## src/rtl/shadow1229_tone_decoder.sv

```systemverilog
// Recovers note events (period, cycle count) from the player's 1-bit speaker square wave.
// It measures rising-edge periods, groups runs of equal periods into notes, and emits them over valid/ready.
module shadow1229_tone_decoder #(
    parameter int PERIOD_W       = 10,
    parameter int COUNT_W        = 16,
    parameter int SILENCE_CYCLES = 600,
    parameter int TOL            = 1,
    parameter int MIN_PERIODS    = 2
) (
    input  logic                clk,
    input  logic                reset,
    input  logic                spk_in,
    input  logic                ev_ready,
    output logic                ev_valid,
    output logic [PERIOD_W-1:0] ev_period,
    output logic [COUNT_W-1:0]  ev_count,
    output logic                idle,
    output logic                overflow
);

    localparam logic [PERIOD_W-1:0]      PMAX    = '1;
    localparam logic [PERIOD_W-1:0]      SIL_VAL = PERIOD_W'(SILENCE_CYCLES);
    localparam logic [COUNT_W-1:0]       CMAX    = '1;
    localparam logic [COUNT_W-1:0]       MIN_RUN = COUNT_W'(MIN_PERIODS);
    localparam logic signed [PERIOD_W:0] TOL_S   = (PERIOD_W+1)'(TOL);

    typedef enum logic [1:0] {
        S_IDLE  = 2'd0,
        S_ARM   = 2'd1,
        S_TRACK = 2'd2
    } state_t;

    logic                r_s1;
    logic                r_s2;
    logic                r_s3;
    logic [PERIOD_W-1:0] r_pcnt;
    state_t              r_state;
    logic [PERIOD_W-1:0] r_ref;
    logic [COUNT_W-1:0]  r_run;
    logic                r_idle;
    logic                r_ev_valid;
    logic [PERIOD_W-1:0] r_ev_period;
    logic [COUNT_W-1:0]  r_ev_count;
    logic                r_overflow;

    logic                w_rise;
    logic                w_sil;
    logic signed [PERIOD_W:0] w_diff;
    logic                w_match;
    logic                w_close;
    logic                w_emit;
    logic [COUNT_W-1:0]  w_run_inc;

    always_ff @(posedge clk or negedge reset) begin
        if (!reset) begin
            r_s1 <= 1'b0;
            r_s2 <= 1'b0;
            r_s3 <= 1'b0;
        end else begin
            r_s1 <= spk_in;
            r_s2 <= r_s1;
            r_s3 <= r_s2;
        end
    end

    assign w_rise = r_s2 & ~r_s3;

    // The count sampled in a rise cycle is the edge-to-edge period; it then restarts at 1.
    always_ff @(posedge clk or negedge reset) begin
        if (!reset) begin
            r_pcnt <= '0;
        end else if (w_rise) begin
            r_pcnt <= PERIOD_W'(1);
        end else if (r_pcnt != PMAX) begin
            r_pcnt <= r_pcnt + PERIOD_W'(1);
        end
    end

    assign w_sil     = (r_pcnt == SIL_VAL) && !w_rise;
    assign w_diff    = $signed({1'b0, r_pcnt}) - $signed({1'b0, r_ref});
    assign w_match   = (w_diff <= TOL_S) && (w_diff >= -TOL_S);
    assign w_run_inc = (r_run == CMAX) ? r_run : r_run + COUNT_W'(1);

    // A note closes on a period change or on silence while tracking; short runs are glitches.
    always_comb begin
        w_close = 1'b0;
        if (r_state == S_TRACK) begin
            if ((w_rise && !w_match) || w_sil) begin
                w_close = 1'b1;
            end
        end
    end

    assign w_emit = w_close && (r_run >= MIN_RUN);

    always_ff @(posedge clk or negedge reset) begin
        if (!reset) begin
            r_state     <= S_IDLE;
            r_ref       <= '0;
            r_run       <= '0;
            r_idle      <= 1'b1;
            r_ev_valid  <= 1'b0;
            r_ev_period <= '0;
            r_ev_count  <= '0;
            r_overflow  <= 1'b0;
        end else begin
            case (r_state)
                S_IDLE: begin
                    if (w_rise) begin
                        r_state <= S_ARM;
                        r_idle  <= 1'b0;
                    end
                end
                S_ARM: begin
                    if (w_rise) begin
                        r_ref   <= r_pcnt;
                        r_run   <= COUNT_W'(1);
                        r_state <= S_TRACK;
                    end else if (w_sil) begin
                        r_state <= S_IDLE;
                        r_idle  <= 1'b1;
                    end
                end
                S_TRACK: begin
                    if (w_rise) begin
                        if (w_match) begin
                            r_run <= w_run_inc;
                        end else begin
                            r_ref <= r_pcnt;
                            r_run <= COUNT_W'(1);
                        end
                    end else if (w_sil) begin
                        r_state <= S_IDLE;
                        r_idle  <= 1'b1;
                    end
                end
                default: begin
                    r_state <= S_IDLE;
                    r_idle  <= 1'b1;
                end
            endcase

            // A new note may replace an event only in the cycle the consumer takes it.
            if (w_emit) begin
                if (!r_ev_valid || ev_ready) begin
                    r_ev_valid  <= 1'b1;
                    r_ev_period <= r_ref;
                    r_ev_count  <= r_run;
                end else begin
                    r_overflow <= 1'b1;
                end
            end else if (r_ev_valid && ev_ready) begin
                r_ev_valid <= 1'b0;
            end
        end
    end

    assign ev_valid  = r_ev_valid;
    assign ev_period = r_ev_period;
    assign ev_count  = r_ev_count;
    assign idle      = r_idle;
    assign overflow  = r_overflow;

endmodule

```

## config.mk

```make
export PLATFORM = sky130hd
export DESIGN_NAME = shadow1229_tone_decoder
export DESIGN_NICKNAME = d
export VERILOG_FILES = /design/src/rtl/shadow1229_tone_decoder.sv
export SDC_FILE = /design/constraint.sdc
export NUM_CORES = 1
export LEC_CHECK = 0
export BUFFER_PORTS_ARGS = -buffer_cell sky130_fd_sc_hd__buf_2
export CORE_MARGIN = 10
export CORE_UTILIZATION = 35
export CTS_CLUSTER_SIZE = 8
export DETAILED_ROUTE_END_ITERATION = 10
export SLEW_MARGIN = 5
export SYNTH_ARGS = -nofsm -noshare
export SYNTH_HDL_FRONTEND = slang
export SYNTH_SLANG_ARGS = --single-unit
```

## constraint.sdc

```tcl
create_clock -name clk -period 4.4 [get_ports clk]
set_clock_uncertainty 0.15 [all_clocks]
set_input_delay 0 -clock clk [delete_from_list [all_inputs] [get_ports clk]]
set_output_delay 0 -clock clk [all_outputs]
set_load 0.02 [all_outputs]
```

==> results of run 1 <==
-- timing repair --
item,4_1_cts,5_1_grt
hold buffers,3,0
setup buffers,0,0
endpoints found under the hold margin,72,0
gates resized for setup,0,0
-- sequential cells by signal (all words and copies together), names as in the netlist --
| register | count |
|---|---|
| r_s1 | 1 |
| r_state | 2 |
| overflow | 1 |
| r_run | 16 |
| ev_valid | 1 |
| ev_count | 16 |
| idle | 1 |
| r_s3 | 1 |
| ev_period | 10 |
| r_s2 | 1 |
| r_ref | 10 |
| r_pcnt | 10 |
-- logic make-up (layout without fill, tap and decap cells) --
logic type | Yosys count | after routing | synth area share, %
multiplexers | 37 | 37 | 12.8
buffers and inverters | 28 | 73 | 3.83
AO/OA/AOI/OAI | 55 | 55 | 10.0
flip-flops | 70 | 70 | 45.8
adder cells (fa/ha/maj) | 19 | 19 | 6.41
AND/OR/NAND/NOR | 124 | 124 | 16.1
XOR/XNOR | 22 | 22 | 5.04
-- metal layers --
layer  track usage, %  share of wire (%)  vias to the layer above
met2             14.5                 43                       74
met1             14.3                 50                     1337
met5                0                  0                        -
met4             4.04                1.8                        0
li1                 -                  -                     1344
met3             2.81                5.4                       10
-- Yosys cell counts (2+ instances only) --
| cell | number |
|---|---|
| inv_1 | 18 |
| a31o_2 | 3 |
| a21oi_1 | 10 |
| dfrtp_1 | 69 |
| o21ai_0 | 14 |
| buf_8 | 2 |
| mux2_2 | 15 |
| buf_6 | 2 |
| xor2_1 | 13 |
| nand4_1 | 13 |
| a2111oi_0 | 2 |
| mux2i_1 | 2 |
| nor2b_1 | 6 |
| a211oi_1 | 3 |
| a21o_1 | 4 |
| nor4_1 | 4 |
| nor3_1 | 5 |
| nand3_1 | 12 |
| ha_1 | 18 |
| nand2_1 | 20 |
| o22ai_1 | 2 |
| buf_2 | 3 |
| or2_2 | 3 |
| or3_1 | 3 |
| o2111ai_1 | 2 |
| mux2_4 | 20 |
| a31oi_1 | 3 |
| xnor2_1 | 9 |
| clkbuf_1 | 3 |
| nor2_1 | 40 |
| and3_1 | 7 |
| nand2b_1 | 4 |
-- critical path: stages, from the launching register on --
cell       delay [ps]
dfrtp_1           450
inv_1              90
ha_1              240
fa_1              410
nor2b_1           130
o2111ai_1         120
and3_1            200
a2111oi_0         530
nand4_1           220
o22a_1            310
o211ai_4          220
buf_12            240
mux2_2            360
-- where the power goes --
group	internal [mW]	switching, mW
combinational	0.313	0.421
clock	0.323	0.258
sequential	0.700	0.0700
-- path summary, 6_finish.rpt --
path                                 from           to  cells past startpoint
worst max-delay path            r_pcnt[0]  ev_count[3]                     12
worst min-delay path               spk_in         r_s1                      2
worst max register to register  r_pcnt[0]  ev_count[3]                     12
worst min register to register       r_s1         r_s2                      0
max in group asynchronous           reset     r_ref[2]                      3
min in group asynchronous           reset  ev_count[6]                      3
-- cell type report --
| cell class | count | share of cell area [%] |
|---|---|---|
| clock inverters | 6 | 2.14 |
| well taps | 140 | 4.00 |
| inverters | 18 | 1.54 |
| repair buffers | 39 | 5.32 |
| multi-input cells | 257 | 44.0 |
| clock buffers | 10 | 2.92 |
| flip-flops and latches | 70 | 40.1 |
-- per-stage QoR --
step | std cells | power, mW
floorplan | 355 | 1.34
global placement | 521 | 1.49
detailed placement | 521 | 1.50
CTS | 540 | 2.10
global route | 540 | 2.24
finish | 540 | 2.09
==> results.tsv, run 1 <==
metric	value	unit
status	finished clean	
Cell Area, Synth	0.00383	mm2
leakage power	2.16	nW
IO Pins	33	
GPL Wtd Cong	0.860	
Netlist cell types	53	
CP startpoint kind	flop	
Slew Viols, Final	0	
Yosys top cell by area	dfrtp_1	
DRC Markers	0	
HPWL after DPL	5810	um
first-pass iteration count of the detailed router	4	
endpoints failing setup	0	
die area	0.0155	mm2
Final Hold Fails	0	
TritonCTS clock tree	yes	
Post-synth ARST share	100	%
Worst R2R Setup Slack	590	ps
register area	0.00175	mm2
sequential share of the synthesized area	45.8	%
Crit Path Class	flop to flop	
setup TNS	0	ps
Max-cap violations	0	
RSZ-0062 raised after global routing	false	
Power Dens Cells	476	mW/mm2
commonest non-fill, non-tap cell in the layout	dfrtp_1	
htree depth	3	
Initial Utilization	35.5	%
synthesized net count	378	
most frequent cells in the layout	69 x dfrtp_1, 40 x nor2_1, 32 x buf_2	
clock slew at reported path FFs	80	ps
top-area cell type share of the netlist area	45.1	%
NumNets Final	418	
Final Cycle Share	86.6	%
Inserted Clock Buffers	9	
Fillers	1035	
initial antenna violation count	0	
Hold WS	149	ps
Worst EP arrival	3890	ps
Hold Path Class	input port to flop	
vias in the first global route	2674	
ranking of synthesized cells by area	dfrtp_1 45%, mux2_4 7.8%, ha_1 5.9%, mux2_2 4.4%, nor2_1 3.9%	
Post-Syn Instances	355	
Sink Count	70	
worst slew pin tran	871	ps
Critical Path End Type	flop	
Util after Layout	40.6	%
core area	0.0108	mm2
pin count of the biggest net entering global routing	71	
via/cell ratio	5.12	
Syn Area/Cell	10.8	um2
Die X-Extent	125	um
setup ws final	588	ps
fin crit period	3810	ps
pre-CTS WS	634	ps
worst-path fanout max	26	
area of the multi-input gates	0.00193	mm2
Design Area, Final	0.00438	mm2
WP data required	4480	ps
Detail Route Antenna Nets	0	
Placement Cell Area	0.00413	mm2
Port Buffers	32	
DR vias	2765	
global-route wire length before repair	13500	um
Vert. Die Dim	125	um
Max Freq	262	MHz
area delta synth->final	14.4	%
top_reg_cell synth	dfrtp_1	
total gr overflow	0	
worst vdd ir	0.000208	V
CTS Buffer Depth	2	
YS warnings	0	
fraction of layout cells with a size suffix above 1	24.3	%
Tot GR Track Use	10.2	%
initial DRC count	186	
Routed WL	7990	um
Rows	38	
CTS root buf	clkbuf_8	
clk_lat worst skew	350	ps
Ant. Diodes	0	
Post-synth EDFFs	0	
Slew headroom	42.0	%
#FFs+latches synth	70	
drt wl/cell	14.8	um
No activity file was read; power rests on OpenSTA's default activity.
==> run 2: changes to the inputs <==
--- a/config.mk
+++ b/config.mk
@@ -6,10 +6,14 @@
 export NUM_CORES = 1
 export LEC_CHECK = 0
 export BUFFER_PORTS_ARGS = -buffer_cell sky130_fd_sc_hd__buf_2
+export CELL_PAD_IN_SITES_DETAIL_PLACEMENT = 1
+export CELL_PAD_IN_SITES_GLOBAL_PLACEMENT = 2
 export CORE_MARGIN = 10
 export CORE_UTILIZATION = 35
 export CTS_CLUSTER_SIZE = 8
 export DETAILED_ROUTE_END_ITERATION = 10
+export GPL_TIMING_DRIVEN = 0
+export PLACE_DENSITY_LB_ADDON = 0.1
 export SLEW_MARGIN = 5
 export SYNTH_ARGS = -nofsm -noshare
 export SYNTH_HDL_FRONTEND = slang
==> run 2 against run 1 <==
Utilization rose by 0.67 points. Register-to-register slack got worse by 300 ps. Worst hold slack got worse by 140 ps. Total power rose by 0.82%. Via count rose by 1.3%. Count of clock-buffer cells in the layout rose by 2. Worst setup slack got worse by 300 ps. Maximum frequency fell by 7.3%. Routed wire length rose by 16%. Cell area rose by 1.7%. First-iteration DRC count fell by 32%. Non-clock buffer count rose by 8. Critical path type unchanged.
==> results.tsv, run 2 (same netlist as run 1, synthesis figures left out) <==
metric	value	unit
core area	0.0108	mm2
Max Freq	243	MHz
Ant. Diodes	0	
htree depth	3	
clock slew at reported path FFs	90	ps
endpoints failing setup	0	
Worst EP arrival	4190	ps
leakage power	2.20	nW
clk_lat worst skew	350	ps
vias in the first global route	2904	
Sink Count	70	
setup TNS	0	ps
DR vias	2802	
RSZ-0062 raised after global routing	false	
worst vdd ir	0.000230	V
first-pass iteration count of the detailed router	4	
die area	0.0155	mm2
status	finished clean	
Hold Path Class	input port to async pin	
global-route wire length before repair	15500	um
Die X-Extent	125	um
Vert. Die Dim	125	um
WP data required	4470	ps
CTS Buffer Depth	2	
Final Hold Fails	0	
Detail Route Antenna Nets	0	
via/cell ratio	5.11	
TritonCTS clock tree	yes	
Power Dens Cells	473	mW/mm2
Fillers	1219	
HPWL after DPL	6890	um
NumNets Final	426	
origin of the critical flop-to-flop path	r_pcnt[0]	
worst r2r path cells	12	
pin count of the biggest net entering global routing	50	
fin crit period	4110	ps
CTS root buf	clkbuf_8	
GPL Wtd Cong	0.751	
total gr overflow	0	
Crit Path Class	flop to flop	
Port Buffers	32	
Layout Cells excl Fill	548	
Initial Utilization	35.5	%
fraction of layout cells with a size suffix above 1	25.0	%
setup repair bufs after CTS	0	
worst slew pin tran	1060	ps
setup ws final	287	ps
IO Pins	33	
Slew headroom	29.3	%
Routed WL	9280	um
Tot GR Track Use	12.0	%
Slew Viols, Final	0	
commonest non-fill, non-tap cell in the layout	dfrtp_1	
Rows	38	
Critical Path End Type	flop	
worst-path fanout max	10	
most frequent cells in the layout	69 x dfrtp_1, 40 x nor2_1, 34 x buf_2	
reg-to-reg endpoint	ev_period[7]	
drt wl/cell	16.9	um
DRC Markers	0	
initial antenna violation count	0	
placed cell count	528	
pre-CTS WS	174	ps
Worst R2R Setup Slack	290	ps
area delta synth->final	16.3	%
CP startpoint kind	flop	
Inserted Clock Buffers	9	
initial DRC count	127	
Max-cap violations	0	
Final Cycle Share	93.5	%
-- run 2: cell count changes in the layout (fill, tap and decap cells not counted), moves of 2 or more --
cell	before	now
clkinv_4	2	0
buf_6	0	2
buf_4	3	1
buf_2	32	34
clkbuf_8	9	12
buf_8	0	2
clkbuf_1	1	3
-- run 2: worst max-delay path by stage --
stage	startpoint	slack (ps)	depth (start not counted)	to
after floorplan	r_pcnt[0]	940	12	ev_count[10]
after global placement	r_pcnt[0]	230	12	ev_period[4]
after detailed placement	r_pcnt[0]	170	12	ev_period[3]
after CTS	r_pcnt[0]	140	12	ev_count[8]
after global routing	r_pcnt[0]	80	12	ev_period[7]
final	r_pcnt[0]	290	12	ev_period[7]
-- run 2: routing by layer --
| metal | wire [um] | vias to the layer above | GRT usage (%) |
|---|---|---|---|
| li1 | - | 1353 | - |
| met1 | 4710 | 1405 | 16.6 |
| met2 | 4100 | 35 | 18.2 |
| met3 | 375 | 9 | 3.15 |
| met4 | 91 | 0 | 3.08 |
| met5 | 0 | - | 0 |
-- run 2: metrics by stage --
| step | power [mW] | utilization [%] | instance area (um2) | hold slack (ps) |
|---|---|---|---|---|
| 6_report | 2.10 | 41.2 | 4450 | 7.45 |
| 5_1_grt | 2.27 | 41.2 | 4450 | 37.1 |
| 4_1_cts | 2.13 | 41.2 | 4450 | 20.1 |
| 3_5_place_dp | 1.54 | 38.8 | 4190 | -221 |
| 3_3_place_gp | 1.52 | 38.6 | 4160 | -41.9 |
| 2_1_floorplan | 1.34 | - | 3830 | -446 |
-- run 2: cell type report --
class,count,area [um2],share of cell area (%)
multi-input combinational,257,1930,43.3
inverter,18,67.6,1.52
clock inverter,4,51.3,1.15
sequential,70,1750,39.4
clock buffer,12,165,3.71
buffer,10,78.8,1.77
timing repair buffer,37,230,5.17
tap,140,175,3.94
-- run 2: what timing repair did --
item | in CTS | in global routing
setup endpoints to repair | 0 | 34
hold buffers | 4 | 0
gates resized for setup | 0 | 1
endpoints found under the hold margin | 72 | 0
-- run 2: power breakdown --
part / internal (mW) / leakage, nW / total, mW / switching (mW)
Combinational: 0.323 / 1.14 / 0.765 / 0.442
Sequential: 0.700 / 0.950 / 0.760 / 0.0601
Clock: 0.310 / 0.109 / 0.578 / 0.268
Total: 1.33 / 2.20 / 2.10 / 0.770
-- run 2: worst max-delay path, cell delays in order (launching register included) --
cell	delay (ps)
dfrtp_1	480
inv_1	120
ha_1	260
fa_1	440
nor2b_1	150
o2111ai_1	150
and3_1	200
a2111oi_1	600
nand4_1	200
o22a_1	310
o211ai_4	380
buf_8	230
mux2_4	310
==> run 3: changes to the inputs <==
--- a/config.mk
+++ b/config.mk
@@ -13,7 +13,7 @@
 export CTS_CLUSTER_SIZE = 8
 export DETAILED_ROUTE_END_ITERATION = 10
 export GPL_TIMING_DRIVEN = 0
-export PLACE_DENSITY_LB_ADDON = 0.1
+export PLACE_DENSITY_LB_ADDON = 0.15
 export SLEW_MARGIN = 5
 export SYNTH_ARGS = -nofsm -noshare
 export SYNTH_HDL_FRONTEND = slang
==> run 3 against run 2 <==
Via count grew 0.14%. Non-clock buffer count is the same. Largest power group unchanged. Clock power shrank 5.5%.
==> results.tsv, run 3 (same netlist as run 1, synthesis figures left out) <==
metric	value	unit
setup repair bufs after CTS	0	
Worst path max stage delay	550	ps
pin count of the biggest net entering global routing	42	
Routed WL	9290	um
CTS Buffer Depth	2	
critical path's top delay family	compound AO/OA/AOI/OAI gates	
Slew Viols, Final	0	
RSZ-0062 raised after global routing	false	
TritonCTS clock tree	yes	
Port Buffers	32	
die area	0.0155	mm2
Detail Route Antenna Nets	0	
NumNets Final	426	
Final Hold Fails	0	
initial antenna violation count	0	
Hold WS	27.2	ps
Max-cap violations	0	
Sink Count	70	
setup TNS	0	ps
HPWL after DPL	6950	um
worst slew pin tran	709	ps
Tot GR Track Use	11.9	%
drt wl/cell	16.9	um
Power Dens Cells	466	mW/mm2
endpoints failing setup	0	
vias in the first global route	2820	
CTS resizes	0	
Placement Cell Area	0.00419	mm2
Vert. Die Dim	125	um
Initial Utilization	35.5	%
Rows	38	
global-route wire length before repair	15300	um
worst vdd ir	0.000184	V
Slew headroom	52.2	%
WP data required	4470	ps
via/cell ratio	5.12	
fin crit period	4050	ps
core area	0.0108	mm2
Design Area, Final	0.00445	mm2
DRC Markers	0	
Worst R2R Setup Slack	350	ps
area delta synth->final	16.4	%
Ant. Diodes	0	
worst-path fanout max	10	
Hold Path Class	input port to async pin	
clock slew at reported path FFs	80	ps
htree depth	3	
CTS root buf	clkbuf_8	
Critical Path End Type	flop	
GPL Wtd Cong	0.796	
initial DRC count	105	
CP startpoint kind	flop	
first-pass iteration count of the detailed router	4	
commonest non-fill, non-tap cell in the layout	dfrtp_1	
clk_lat worst skew	340	ps
worst path bufs/invs	2	
Final Cycle Share	92.0	%
Die X-Extent	125	um
IO Pins	33	
DR vias	2806	
Inserted Clock Buffers	9	
most frequent cells in the layout	69 x dfrtp_1, 40 x nor2_1, 34 x buf_2	
status	finished clean	
CP max-delay cell	a2111oi_0	
fraction of layout cells with a size suffix above 1	25.0	%
total gr overflow	0	
Crit Path Class	flop to flop	
worst-path cell chain	inv_1 -> ha_1 -> fa_1 -> nor2b_1 -> o2111ai_1 -> and3_1 -> a2111oi_0 -> or4_1 -> o22ai_1 -> a21oi_2 -> buf_6 -> mux2_2	
Worst EP arrival	4120	ps
leakage power	2.20	nW
Max Freq	247	MHz
[run 3: cell types whose count changed in the layout (fill, tap and decap cells not counted)]
cell / previous run / this run
clkbuf_1: 3 / 4
dlygate4sd3_1: 4 / 3
clkinv_2: 1 / 0
a2111oi_1: 1 / 0
a2111oi_0: 1 / 2
clkinv_4: 0 / 2
buf_12: 0 / 1
clkbuf_8: 12 / 11
inv_6: 1 / 0
[run 3: layout make-up]
class	instances	area (um2)
Buffer	10	78.8
Clock buffer	12	155
Clock inverter	4	55.1
Fill cell	1207	6340
Inverter	18	67.6
Multi-Input combinational cell	257	1930
Sequential cell	70	1750
Tap cell	140	175
Timing Repair Buffer	37	240
[run 3: report_power, final]
group	switching [mW]	internal [mW]
clock	0.250	0.295
combinational	0.446	0.324
sequential	0.0581	0.700
total	0.754	1.32
[run 3: worst paths after layout]
check                               end       from  cells past startpoint
min reg2reg                        r_s2       r_s1                      0
min in group clk                   r_s1     spk_in                      2
max                            r_ref[7]  r_pcnt[0]                     12
max in group asynchronous          idle      reset                      3
min                        ev_period[8]      reset                      3
max reg2reg                    r_ref[7]  r_pcnt[0]                     12
[run 3: timing repair]
| action | 4_1_cts | 5_1_grt |
|---|---|---|
| hold buffers | 4 | 0 |
| setup endpoints to repair | 0 | 0 |
| endpoints found under the hold margin | 72 | 0 |
[run 3: per-layer routing]
layer | vias up | routed length (um) | GRT usage (%)
li1 | 1362 | - | -
met1 | 1402 | 4800 | 16.5
met2 | 37 | 4150 | 18.0
met3 | 5 | 278 | 2.68
met4 | 0 | 57 | 3.70
met5 | - | 0 | 0
[run 3: through the flow]
stage                     setup slack [ps]  util, %  instances  power [mW]
after floorplan                        941        -        355        1.34
after global placement                 307     38.6        527        1.52
after detailed placement               289     38.8        528        1.54
after CTS                              268     41.2        548        2.10
after global routing                  36.4     41.2        548        2.23
final                                  350     41.2        548        2.07
[run 3: worst register-to-register path, delay by kind of cell (launching register included)]
family / cells / cell delay (ps)
DFF: 1 / 450
adders and majority gates: 2 / 690
AOI/OAI and AO/OA: 4 / 1370
muxes: 1 / 340
buffers and inverters: 2 / 330
and+or+nand+nor: 3 / 590
